**src/rtl/tbird_pkg.sv**
```systemverilog
// tbird_pkg: shared mode encoding and request arbitration for the tail-light sequencer
package tbird_pkg;

    // bit 1 is the FSM l input and bit 0 is r, so the mode outputs are plain state bits
    typedef enum logic [1:0] {
        IDLE   = 2'b00,
        LEFT   = 2'b10,
        RIGHT  = 2'b01,
        HAZARD = 2'b11
    } mode_e;

    // both stalks at once is treated as a hazard request; IDLE stands for "no request"
    function automatic mode_e eff_req(input logic left, input logic right, input logic hazard);
        return (hazard || (left && right)) ? HAZARD : left ? LEFT : right ? RIGHT : IDLE;
    endfunction

endpackage

```
**src/rtl/step_prescaler.sv**
```systemverilog
// step_prescaler: divides clk down to a one-cycle lamp step enable
module step_prescaler #(
    parameter int STEP_DIV = 4
) (
    input  logic clk,
    input  logic reset,
    input  logic en,
    input  logic clr,
    input  logic load,
    output logic step
);

    localparam int DW = $clog2(STEP_DIV);
    localparam logic [DW-1:0] LAST = DW'(STEP_DIV - 1);

    logic [DW-1:0] div_cnt_q, div_cnt_d;

    assign step = en && !clr && div_cnt_q == LAST;

    // clr holds the count at zero through the restart cycle; load zeroes it on a preempting edge
    always_comb begin
        div_cnt_d = (!en || clr || load || div_cnt_q == LAST) ? '0 : div_cnt_q + DW'(1);
    end

    // divider count register
    always_ff @(posedge clk or negedge reset) begin
        if (!reset) div_cnt_q <= '0;
        else        div_cnt_q <= div_cnt_d;
    end

endmodule

```
**src/rtl/tbird_lamp_ctrl.sv**
```systemverilog
// tbird_lamp_ctrl: turns driver stalk requests into paced l/r mode inputs for the tail-light FSM
module tbird_lamp_ctrl
    import tbird_pkg::*;
#(
    parameter int STEP_DIV    = 4,
    parameter int SWEEP_LEN   = 4,
    parameter int HOLD_SWEEPS = 1
) (
    input  logic                         clk,
    input  logic                         reset,
    input  logic                         left_req,
    input  logic                         right_req,
    input  logic                         hazard_req,
    output logic                         l,
    output logic                         r,
    output logic                         step,
    output logic                         restart,
    output logic [$clog2(SWEEP_LEN)-1:0] phase,
    output logic                         busy
);

    localparam int PW = $clog2(SWEEP_LEN);
    localparam int HW = $clog2(HOLD_SWEEPS + 1);
    localparam logic [PW-1:0] LAST_PHASE = PW'(SWEEP_LEN - 1);
    localparam logic [HW-1:0] HOLD_INIT  = HW'(HOLD_SWEEPS);

    mode_e         state_q, state_d, req;
    logic [PW-1:0] phase_q, phase_d;
    logic [HW-1:0] hold_q, hold_d;
    logic          restart_q, restart_d;
    logic          sweep_end;

    assign l       = state_q inside {LEFT, HAZARD};
    assign r       = state_q inside {RIGHT, HAZARD};
    assign busy    = state_q != IDLE;
    assign restart = restart_q;
    assign phase   = phase_q;

    step_prescaler #(.STEP_DIV(STEP_DIV)) u_prescaler (
        .clk   (clk),
        .reset (reset),
        .en    (busy),
        .clr   (restart_q),
        .load  (restart_d),
        .step  (step)
    );

    // next mode: entry from idle, hazard preemption, otherwise decisions only at the sweep end
    always_comb begin
        req       = eff_req(left_req, right_req, hazard_req);
        sweep_end = step && phase_q == LAST_PHASE;
        state_d   = state_q;
        phase_d   = step ? ((phase_q == LAST_PHASE) ? '0 : phase_q + PW'(1)) : phase_q;
        hold_d    = hold_q;
        restart_d = 1'b0;
        if (state_q == IDLE) begin
            if (req != IDLE) begin
                state_d   = req;
                phase_d   = '0;
                hold_d    = HOLD_INIT;
                restart_d = 1'b1;
            end
        end else if (state_q != HAZARD && req == HAZARD) begin
            state_d   = HAZARD;
            phase_d   = '0;
            hold_d    = HOLD_INIT;
            restart_d = 1'b1;
        end else if (sweep_end) begin
            if (req == state_q) begin
                hold_d = HOLD_INIT;
            end else if (req != IDLE) begin
                state_d   = req;
                hold_d    = HOLD_INIT;
                restart_d = 1'b1;
            end else if (hold_q == HW'(1)) begin
                state_d   = IDLE;
                hold_d    = '0;
                restart_d = 1'b1;
            end else begin
                hold_d = hold_q - HW'(1);
            end
        end
    end

    // mode, sweep position, hold budget and restart pulse registers
    always_ff @(posedge clk or negedge reset) begin
        if (!reset) begin
            state_q   <= IDLE;
            phase_q   <= '0;
            hold_q    <= '0;
            restart_q <= 1'b0;
        end else begin
            state_q   <= state_d;
            phase_q   <= phase_d;
            hold_q    <= hold_d;
            restart_q <= restart_d;
        end
    end

endmodule

```
**config.mk**
```make
export PLATFORM = sky130hd
export DESIGN_NAME = tbird_lamp_ctrl
export DESIGN_NICKNAME = d
export VERILOG_FILES = /design/src/rtl/tbird_pkg.sv /design/src/rtl/step_prescaler.sv /design/src/rtl/tbird_lamp_ctrl.sv
export SDC_FILE = /design/constraint.sdc
export NUM_CORES = 1
export LEC_CHECK = 0
export BUFFER_PORTS_ARGS = -buffer_cell sky130_fd_sc_hd__buf_2
export CORE_AREA = 2 2 39 41
export CTS_BUF_LIST = sky130_fd_sc_hd__clkbuf_16
export CTS_CLUSTER_DIAMETER = 50
export DETAILED_ROUTE_END_ITERATION = 16
export DIE_AREA = 0 0 41 43
export PLACE_DENSITY = 0.71
export SYNTH_ARGS = -nofsm -noshare
export SYNTH_HDL_FRONTEND = slang
export SYNTH_HIERARCHICAL = 1
export SYNTH_SLANG_ARGS = --single-unit
```
**constraint.sdc**
```tcl
create_clock -name clk -period 3.9 [get_ports clk]
set_input_delay 0.585 -clock clk [delete_from_list [all_inputs] [get_ports clk]]
set_output_delay 0.585 -clock clk [all_outputs]
set_load 0.05 [all_outputs]
```
==> results of run 1 <==
==> worst max-delay path: stages (launching register included) <==
cell and delay, ps:
sky130_fd_sc_hd__dfrtp_1 490, sky130_fd_sc_hd__or2_2 240, sky130_fd_sc_hd__nand2b_4 80, sky130_fd_sc_hd__nor2_1 330, sky130_fd_sc_hd__buf_2 350
==> power by group <==
| group | switching [uW] | internal (uW) | total (uW) |
|---|---|---|---|
| Combinational | 93.1 | 57.3 | 150 |
| Clock | 40.0 | 132 | 172 |
| Sequential | 19.2 | 107 | 126 |
==> layout by cell type, fill, tap and decap left out <==
cell	count
sky130_fd_sc_hd__a21o_1	1
sky130_fd_sc_hd__a21oi_1	3
sky130_fd_sc_hd__a221o_2	1
sky130_fd_sc_hd__a221oi_1	1
sky130_fd_sc_hd__a311oi_2	1
sky130_fd_sc_hd__and2_1	1
sky130_fd_sc_hd__buf_2	11
sky130_fd_sc_hd__clkbuf_16	3
sky130_fd_sc_hd__dfrtp_1	8
sky130_fd_sc_hd__ha_1	2
sky130_fd_sc_hd__inv_1	1
sky130_fd_sc_hd__mux2_2	1
sky130_fd_sc_hd__mux2i_1	1
sky130_fd_sc_hd__nand2_1	1
sky130_fd_sc_hd__nand2b_4	1
sky130_fd_sc_hd__nand3_1	2
sky130_fd_sc_hd__nand3b_1	2
sky130_fd_sc_hd__nor2_1	8
sky130_fd_sc_hd__nor3_1	1
sky130_fd_sc_hd__nor4_2	1
sky130_fd_sc_hd__nor4b_4	1
sky130_fd_sc_hd__o211ai_1	1
sky130_fd_sc_hd__o21a_1	1
sky130_fd_sc_hd__o21ai_0	2
sky130_fd_sc_hd__o21bai_1	1
sky130_fd_sc_hd__o31a_1	1
sky130_fd_sc_hd__or2_2	1
sky130_fd_sc_hd__or3_1	1
sky130_fd_sc_hd__or3_2	1
sky130_fd_sc_hd__xnor2_1	2
==> per-stage QoR <==
step / area, sq um / worst slack [ps] / total power [uW] / util [%] / hold WS (ps)
global route: 656.9 / 1501 / 474.8 / 47.47 / 202.9
floorplan: 529.3 / 975.9 / 246.7 / - / 289.4
detailed placement: 581.8 / 1675 / 278.6 / 42.04 / 437.4
finish: 656.9 / 1592 / 448.7 / 47.47 / 194.0
CTS: 656.9 / 1577 / 453.3 / 47.47 / 195.1
global placement: 581.8 / 1708 / 276.5 / 42.04 / 433.0
==> worst min-delay path by stage <==
| stage | startpoint | to | slack (ps) | cells past startpoint |
|---|---|---|---|---|
| final | reset | state_q[0] | 190 | 1 |
| after global routing | reset | state_q[1] | 200 | 1 |
| after CTS | reset | state_q[1] | 200 | 1 |
| after detailed placement | reset | state_q[1] | 440 | 1 |
| after global placement | reset | state_q[1] | 430 | 1 |
| after floorplan | reset | hold_q | 290 | 0 |
==> kinds of logic (layout without fill, tap and decap cells) <==
kind of cell / after synthesis / count (layout) / synth area share [%]
AOI/OAI and AO/OA: 13 / 13 / 18.68
xor gates and xnor gates: 2 / 2 / 3.310
adders and majority gates: 2 / 2 / 4.727
buffers and inverters: 5 / 15 / 4.964
DFF: 8 / 8 / 37.82
muxes: 2 / 2 / 4.019
and+or+nand+nor: 21 / 21 / 26.48
==> layout make-up <==
| cell class | count | area, sq um | share of cell area (%) |
|---|---|---|---|
| multi-input cells | 40 | 302.8 | 46.10 |
| repair buffers | 11 | 55.05 | 8.381 |
| inverters | 1 | 3.754 | 0.5714 |
| flip-flops and latches | 8 | 200.2 | 30.48 |
| clock buffers | 3 | 75.07 | 11.43 |
| well taps | 16 | 20.02 | 3.048 |
==> state kept, by name, summed over array words and instances (netlist names) <==
name                   flops
phase                      2
state_q                    2
u_prescaler/div_cnt_q      2
hold_q                     1
restart                    1
==> metal layers <==
metal,track usage [%],vias up
met1,19.26,198
li1,-,214
met3,4.712,2
met4,8.000,0
met5,0,-
met2,18.44,13
==> cells in the mapped netlist, types with 2 or more instances <==
master,count,area share [%]
sky130_fd_sc_hd__dfrtp_1,8,38
sky130_fd_sc_hd__nor2_1,8,5.7
sky130_fd_sc_hd__a21oi_1,3,2.8
sky130_fd_sc_hd__clkbuf_1,3,2.1
sky130_fd_sc_hd__ha_1,2,4.7
sky130_fd_sc_hd__nand3_1,2,1.9
sky130_fd_sc_hd__nand3b_1,2,2.8
sky130_fd_sc_hd__o21ai_0,2,1.9
sky130_fd_sc_hd__xnor2_1,2,3.3
==> results.md, run 1 <==
- The count of clock tree sinks is 8.
- The aggregate negative setup slack is 0 ps.
- The share of final-layout standard cells stronger than drive strength 1 is 34.92%.
- Summed over all layers, the global routing overflow is 0.
- The first global-routing pass estimated 1.607 mm of wire.
- Static timing analysis puts the maximum clock frequency at 433.3 MHz.
- In this run, distinct cell masters in the synthesized netlist total 30.
- The clock reaches the later pin of the worst-skew pair after 230 ps.
- After clock tree synthesis, the clock-pin slew on the worst setup and hold paths is 40 ps.
- When the netlist entered floorplanning its net count stood at 60.
- After clock tree synthesis, the flow added hold-fix buffers numbering 0.
- The count of non-filler cells in the finished layout is 79.
- The critical path endpoint category is a primary output.
- The sequential cell area fraction in the yosys report is 37.83%.
- The required time of the critical path is 3310 ps.
- In this run, the number of DRC markers left after iteration 0 of detailed routing was 12.
- The number of clock buffers inserted by TritonCTS is 3.
- The number of placed instances, taps included is 76.
- In this run the remaining antenna-violating nets after routing total 0.
- The path class of the tightest hold or removal check is in2async.
- Setup violations remaining at the end of the flow were counted as 0.
- At the worst endpoint, the arrival time is 1720 ps.
- In this run the top signal layer used is met4.
- After technology mapping, the gate count stands at 53.
- TritonCTS built the clock tree.
- In this run, post-CTS repair resized a total of 0 instances.
- The number of max-slew violations in the final report is 0.
- At the end of routability-driven placement, the weighted congestion stood at 0.7217.
- 12 I/O pins were placed.
- In this run the critical register-to-register path is captured at u_prescaler/div_cnt_q[1].
- The via count of the first global-routing pass is 387.
- The clock tree root driver cell is sky130_fd_sc_hd__clkbuf_16.
- The total standard cell area after synthesis is 529.3 sq um.
- By startpoint and endpoint, the worst setup path is classified as reg2out.
- The share of synthesized flip-flops with an asynchronous set or reset is 100.0%.
- The number of vias after detailed routing is 427.
- The critical path launch point type is a register.
- For this run, the total global-route usage over all layers was measured as 13.97%.
- Summed over all nets, wire length on met3 after detailed routing comes to 52 microns.
- Subtracting the final worst setup slack from the clock period gives 2308 ps.
- The final setup skew is 0.3841 ps.
- In the synthesized netlist the dominant register cell turns out to be sky130_fd_sc_hd__dfrtp_1.
- The site row count is 14.
- The peak supply drop is 0.3695 mV.
- The number of I/O port buffers is 11.
- The total number of H-tree levels is 1.
- The synthesized area per cell is 9.986 sq um.
- The critical path ends at step.
- Setup repair after global routing left no endpoint under its margin.
- After detailed routing, the wire length on met1 is 470 microns.
- The depth of the worst register-to-register path is 8.
- The launch instance of the worst register-to-register path is state_q[1].
- After detailed routing, the average wire length per cell comes to 12.62 microns.
- The repair_antennas step left the layout with diodes totalling 0.
- The detailed-router iteration count before antenna repair is 3.
- For this run, design rule violations remaining after detail routing come to 0.
- The half-perimeter wire length after detailed placement is 721.1 microns.
- The floorplan step set the die width to 41 microns.
- The area overhead of the layout relative to synthesis is 24.11%.
- For this design the ratio of total power to cell area is 683.1 nW/um^2.
- The hold violation total from the final report was 0.
- After the last flow step, the layout net total stands at 72.
- The number of flip-flops and latches in the synthesized netlist is 8.
- The leakage power of the design is 0.0002765 uW.
- The die covers 1763 sq um.
- The register-to-register setup slack is 1680 ps.
- The number of antenna violations at the first check in global routing came to 0.
- The count of yosys warnings during synthesis is 6.
- The routed length on met2 is 459 microns.
- The die boundary height is 43 microns.
- The floorplan step defined a core boundary enclosing 1384 sq um.
- The initial cell density of the core is 38.25%.
- The startpoint of the worst setup timing path is state_q[1].
- The flow ran to the end, and the final reports show no timing, DRC or antenna violations.
- The post-CTS repair timing setup buffer count is 0.
- Entering global routing, the biggest net connects 11 pins.
- Wires add up to 997 microns.
- The worst-margin pin slew is 409.9 ps.
- The number of filler cells placed in the layout is 127.
- The worst slew margin relative to its limit is 72.57%.
- Dividing the detail-routed via count by the number of cells gives 5.405.
- The worst-case clock buffer depth is 2.
- The maximum fanout encountered on the critical timing path is 9.
- In this run, synthesis inferred 0 flip-flops with an integrated enable.
- The reported max-cap violation count is 0.
- The part of the cycle the worst path needs is 59.17%.
(Power assumes the default switching activity.)
==> run 2: changes to the inputs <==
--- a/config.mk
+++ b/config.mk
@@ -11,7 +11,7 @@
 export CTS_CLUSTER_DIAMETER = 50
 export DETAILED_ROUTE_END_ITERATION = 16
 export DIE_AREA = 0 0 41 43
-export PLACE_DENSITY = 0.71
+export PLACE_DENSITY = 0.73
 export SYNTH_ARGS = -nofsm -noshare
 export SYNTH_HDL_FRONTEND = slang
 export SYNTH_HIERARCHICAL = 1
==> constraint.sdc (replaced) <==
create_clock -name clk -period 2.1 [get_ports clk]
set_input_delay 0.315 -clock clk [delete_from_list [all_inputs] [get_ports clk]]
set_output_delay 0.315 -clock clk [all_outputs]
set_load 0.05 [all_outputs]
==> results.md, run 2 (synthesis results as in run 1) <==
- For the worst-skew pair, the clock arrives at the later sink with an insertion delay of 230 ps.
- The number of top-level design ports is 12.
- The critical path starts at state_q[1].
- The via count of the first global-routing pass came to 454.
- The worst setup path is captured at a register.
- The total number of H-tree levels is 1.
- The count of clock tree sinks is 8.
- The initial cell density of the core is 38.25%.
- After filler insertion, the fill cell instance count of the layout stands at 138.
- The share of final-layout standard cells stronger than drive strength 1 is 39.39%.
- The multi-input combinational cells in the finished layout cover a total of 315.3 sq um.
- The kind of cell adding the most delay to the critical path is simple AND/OR/NAND/NOR gates.
- The total stage count of the critical path is 8.
- The clock tree from TritonCTS is done.
- The count of nets left with antenna violations once routing finished came out at 0.
- The root buffer cell chosen for the clock tree is sky130_fd_sc_hd__clkbuf_16.
- The finished layout holds 82 standard cells, fillers aside.
- Setup total negative slack on the finished layout was measured at 0 ps.
- The path type of the worst setup path is reg2reg.
- Setup violations remaining at the end of the flow were counted as 0.
- Summing all flip-flop and latch instances after layout gives 200.2 sq um.
- Among all stages on the critical path, the largest delay is contributed by sky130_fd_sc_hd__dfrtp_1.
- For the pin with the worst max-slew slack, the measured transition is 277.5 ps.
- The number of max-slew violations in the final report came to 0.
- The site row count is 14.
- The part of the cycle the worst path needs is 93.08%.
- The required time of the critical path is 2240 ps.
- The clock passes through at most 2 buffers.
- The top cell types in the final layout, fill and taps aside, are sky130_fd_sc_hd__buf_2, sky130_fd_sc_hd__dfrtp_1, sky130_fd_sc_hd__nor2_1, sky130_fd_sc_hd__a21oi_1, sky130_fd_sc_hd__clkbuf_16.
- Buffers inserted during clock tree synthesis total 3.
- The first routing iteration left 2 violations.
- Headroom to the max-slew limit came out at 81.30%.
- The count of hold buffers inserted by post-cts repair is 1.
- Leaving out fill and tap cells, the most frequent cell in the layout is sky130_fd_sc_hd__buf_2.
- The worst hold path begins at hazard_req.
- The leakage power of the design is 0.0002925 uW.
- Summed over all layers, the global routing overflow is 0.
- The die boundary height is 43 microns.
- The critical path buffer and inverter count is 0.
- In this design, the stage delay of the slowest critical-path cell is 370 ps.
- The number of I/O port buffers is 11.
- The die is 41 microns wide.
- Once the clock tree was built, the resizer swapped 0 gates to a different size.
- Clock-pin slew was measured on the worst setup and hold paths at 30 ps.
- The run finished with clean final reports.
- The areal power density over the cells is 1210 nW/um^2.
- Between clock sinks in the finished design, the worst skew comes to 1.204 ps.
- The pin count of the biggest net entering global routing is 11.
- The hold path depth is 2.
- The DRC violation count after routing is 0.
- Using the TritonRoute via totals, the vias-per-cell ratio works out to 5.329.
- The routed design has 1.035 mm of wire.
- For this run, the top clock speed supported by timing is 511.6 MHz.
- The number of placed instances, taps included is 78.
- The number of vias after detailed routing is 437.
- The area overhead of the layout relative to synthesis is 31.21%.
- The half-perimeter wire length after detailed placement is 792.2 microns.
- STA puts the critical path data arrival time at 2100 ps.
- The tightest min-delay check is of the in2reg type.
- The reported max-cap violation count is 0.
- For the worst flop-to-flop path, the logic depth is 8.
- The critical path launch point type is a register.
- Setup repair after global routing left no endpoint under its margin.
- The average wire length per cell after detail routing is 12.62 microns.
- The signal on the critical path passes through or2_4, nand2b_4, nor2_4, and2_4, a311oi_2, a21oi_1, o21a_1, nor4b_4.
- The detailed-router iteration count before antenna repair is 2.
- In this run the critical register-to-register path is launched from state_q[1].
- The hold violation total from the final report is 0.
- The floorplan step defined a die boundary enclosing 1763 sq um.
- In this run the worst path has a maximum fanout of 6.
- Across the VDD grid, the largest voltage drop is 0.7429 mV.
- Routability-driven placement finished with a final weighted congestion of 0.7386.
- The final-stage net count is 75.
- Global routing consumed, over all layers together, 16.09% of the routing resources.
- The standard cell core area is 1384 sq um.
- The first global-routing pass estimated 1.842 mm of wire.
- The number of antenna violations at the first check in global routing is 0.
- In this run the post-CTS setup repair buffer count came out at 0.
- Counting I/O delays and the setup requirement, the final critical path takes 1955 ps.
- The number of antenna cells inserted is 0.
run 2: cell count changes in the layout (fill, tap and decap cells not counted), sizes merged:
cell	change
buf	+2
dlygate4sd3	+1
run 2: path summary, 6_finish.rpt:
kind	slack, ps	end
max	150	u_prescaler/div_cnt_q[1]
max reg2reg	150	u_prescaler/div_cnt_q[1]
min in group asynchronous	450	restart
min reg2reg	460	u_prescaler/div_cnt_q[0]
min	410	state_q[1]
max in group asynchronous	1480	u_prescaler/div_cnt_q[1]
run 2: report_power, final:
group          internal [uW]  switching, uW  total (uW)
sequential               199           33.2         232
combinational            112            180         292
clock                    245           71.7         317
total                    556            285         841
run 2: layout make-up:
class                      count  share of cell area (%)
clock buffer                   3                   10.81
inverter                       1                  0.5405
multi-input combinational     40                   45.41
sequential                     8                   28.83
tap                           16                   2.883
timing repair buffer          14                   11.53
run 2: per-stage QoR:
stage	hold slack (ps)	worst slack, ps	instance area [sq um]	total power, uW	util [%]
after global routing	431.4	24.70	694.4	888.9	50.18
after CTS	411.3	127.0	694.4	853.4	50.18
after global placement	166.2	164.1	609.3	521.9	44.03
after floorplan	19.41	-31.76	551.8	466.1	-
final	413.9	145.3	694.4	840.5	50.18
after detailed placement	166.9	136.4	609.3	529.8	44.03
run 2: layer usage:
layer,track usage [%],vias up,wire length (microns)
li1,-,218,-
met1,18.18,203,433
met2,24.06,11,507
met3,4.712,5,62
met4,12.00,0,31
met5,0,-,0
==> run 3: changes to the inputs <==
--- a/config.mk
+++ b/config.mk
@@ -11,7 +11,8 @@
 export CTS_CLUSTER_DIAMETER = 50
 export DETAILED_ROUTE_END_ITERATION = 16
 export DIE_AREA = 0 0 41 43
-export PLACE_DENSITY = 0.73
+export GPL_TIMING_DRIVEN = 0
+export PLACE_DENSITY_LB_ADDON = 0.05
 export SYNTH_ARGS = -nofsm -noshare
 export SYNTH_HDL_FRONTEND = slang
 export SYNTH_HIERARCHICAL = 1
==> results.md, run 3 (synthesis results as in run 1) <==
- The standard cell core area is 1384 sq um.
- The depth of the worst register-to-register path is 8.
- The die is 43 microns tall.
- The capturing point of the worst reg2reg path is u_prescaler/div_cnt_q[1].
- Static timing analysis puts the maximum clock frequency at 497.0 MHz.
- The part of the cycle the worst path needs is 95.81%.
- Setup slack on the critical path of the routed design comes to 87.96 ps.
- The area of the die is 1763 sq um.
- No sink is reached through more buffers than the 2 on the longest clock path.
- In this run the number of H-tree levels came out at 1.
- The leakage power of the design is 0.0003401 uW.
- The final-stage net count is 85.
- The post-route worst hold slack is 371.7 ps.
- The flow ran to the end, and the final reports show no timing, DRC or antenna violations.
- The routed design has 1.108 mm of wire.
- The half-perimeter wire length after detailed placement is 794.2 microns.
- The final non-filler cell area is 777.0 sq um.
- The pin count of the biggest net entering global routing is 11.
- The required time of the critical path is 2240 ps.
- In this run the tool buffered the top-level ports with 10 buffer cells.
- The worst pin sits at a relative slew slack of 80.16%.
- For this run, the slowest stage of the critical path takes 450 ps.
- In this run the power density over the cells is 1109 nW/um^2.
- The DRC violation count after routing is 0.
- The data arrival time at the worst-slack endpoint is 2150 ps.
- Leaving out fill and tap cells, the most frequent cell in the layout is sky130_fd_sc_hd__buf_2.
- The share of final-layout standard cells stronger than drive strength 1 is 46.05%.
- The number of antenna cells inserted is 0.
- For the pin with the worst max-slew slack, the measured transition is 294.4 ps.
- Counting every sink on the clock net gives 8.
- The first-pass GRT wire length is 1.738 mm.
- The critical path endpoint category is a register.
- The number of max-slew violations in the final report is 0.
- Grouping stages by cell kind, the critical path spends the most delay in simple AND/OR/NAND/NOR gates.
- The hold violation total from the final report is 0.
- The horizontal die dimension is 41 microns.
- Setup repair after global routing could not meet its margin everywhere.
- The clock arrives with 0.9849 ps of skew.
- The total routing resource utilization after global routing is 14.97%.
- Dividing the detail-routed wire length by the instance count gives 12.04 microns.
- The worst hold path begins at left_req.
- The area overhead of the layout relative to synthesis is 46.81%.
- At the end of routability-driven placement, the weighted congestion stood at 0.6590.
- Timing analysis after detailed placement gives a worst setup slack of -11.59 ps.
- The critical path's slowest cell is sky130_fd_sc_hd__dfrtp_1.
- The launch instance of the worst register-to-register path is state_q[0].
- The number of antenna violations at the first check in global routing is 0.
- For this block, the via count after detailed routing is 480.
- The path with the worst hold slack has its endpoint at state_q[1].
- The hold path depth is 2.
- The detailed-router iteration count before antenna repair is 2.
- The site row count is 14.
- The number of clock buffers inserted by TritonCTS is 3.
- For the final routed database, the setup TNS stands at 0 ps.
- Setup violations remaining at the end of the flow were counted as 0.
- The setup check on the worst reg-to-reg path leaves a slack of 90 ps.
- In this run the worst hold path is classified as in2reg.
- During I/O placement, the number of pins put on the boundary was 12.
- TritonCTS built the clock tree.
- The tool flagged a number of max-cap violations equal to 0.
- The via count of the first global-routing pass came to 415.
- Clock tree synthesis selected as its root buffer the cell sky130_fd_sc_hd__clkbuf_16.
- The peak supply drop is 0.8372 mV.
- The clock-pin slew reported for the worst setup and hold paths after clock tree synthesis is 30 ps.
- Once detail routing completed, the nets flagged for antenna violations numbered 0.
- In this run the worst path has a maximum fanout of 7.
- The later pin in the worst-skew pair is clocked with a latency of 230 ps.
- The initial cell density of the core is 38.25%.
- The placed instance area is 621.8 sq um.
- The completed layout was analyzed and its total power is 861.5 uW.
- For this run the aggregate overflow at the end of global routing stands at 0.
- In the layout the commonest cells are sky130_fd_sc_hd__buf_2, sky130_fd_sc_hd__buf_4, sky130_fd_sc_hd__dfrtp_1, sky130_fd_sc_hd__nor2_1.
- The critical path launch point type is a register.
- Together, buffers and inverters on the worst path number 0.
- Using the TritonRoute via totals, the vias-per-cell ratio works out to 5.217.
- The minimum period implied by the final worst setup slack is 2012 ps.
- The number of design-rule violations left by the first detailed-router iteration is 5.
- The setup path with the least slack is of type reg2reg.
- The critical path goes through or2_4, nand2b_4, nor2_4, and2_4, a311oi_2, a21oi_1, o21a_2, nor4b_4.
[run 3: cell types whose count changed in the layout (fill, tap and decap cells not counted), sizes merged]
cell,delta
buf,+8
clkbuf,+2
[run 3: worst max-delay path by stage]
stage	start	endpoint	slack, ps	cells past startpoint
after global routing	state_q[1]	u_prescaler/div_cnt_q[1]	-8	9
after floorplan	state_q[1]	u_prescaler/div_cnt_q[1]	-30	9
after global placement	state_q[1]	u_prescaler/div_cnt_q[1]	-20	9
after CTS	state_q[1]	u_prescaler/div_cnt_q[1]	6	9
final	state_q[0]	u_prescaler/div_cnt_q[1]	90	8
after detailed placement	state_q[1]	u_prescaler/div_cnt_q[1]	-10	9
[run 3: layout make-up]
type	instances	area [sq um]
Clock buffer	3	75.07
Fill cell	126	606.8
Inverter	1	3.754
Buffer	4	33.78
Tap cell	16	20.02
Timing Repair Buffer	20	127.6
Multi-Input combinational cell	40	316.6
Sequential cell	8	200.2
[run 3: power by group]
group          leakage, uW  switching [uW]  internal, uW
Sequential       0.0000894            36.2           199
Clock            0.0000370            68.2           245
Combinational     0.000214             182           132
[run 3: routing by layer]
metal / vias up / share of wire (%) / wire (microns) / GRT usage (%)
met5: - / 0 / 0 / 0
li1: 241 / - / - / -
met2: 11 / 49 / 539 / 21.56
met4: 0 / 1.9 / 21 / 8.000
met3: 5 / 4.6 / 51 / 4.712
met1: 223 / 45 / 496 / 19.19
[run 3: through the flow]
stage	util, %	cells
global route	56.15	92
floorplan	-	53
global placement	44.94	79
detailed placement	44.94	79
finish	56.15	92
CTS	51.18	83
[run 3: timing repair]
item,4_1_cts,5_1_grt
setup endpoints to repair,1,2
pin swaps,1,7
resized for setup,1,1
hold buffers,1,0
setup buffers,0,9
endpoints found under the hold margin,8,0
cloned,0,0
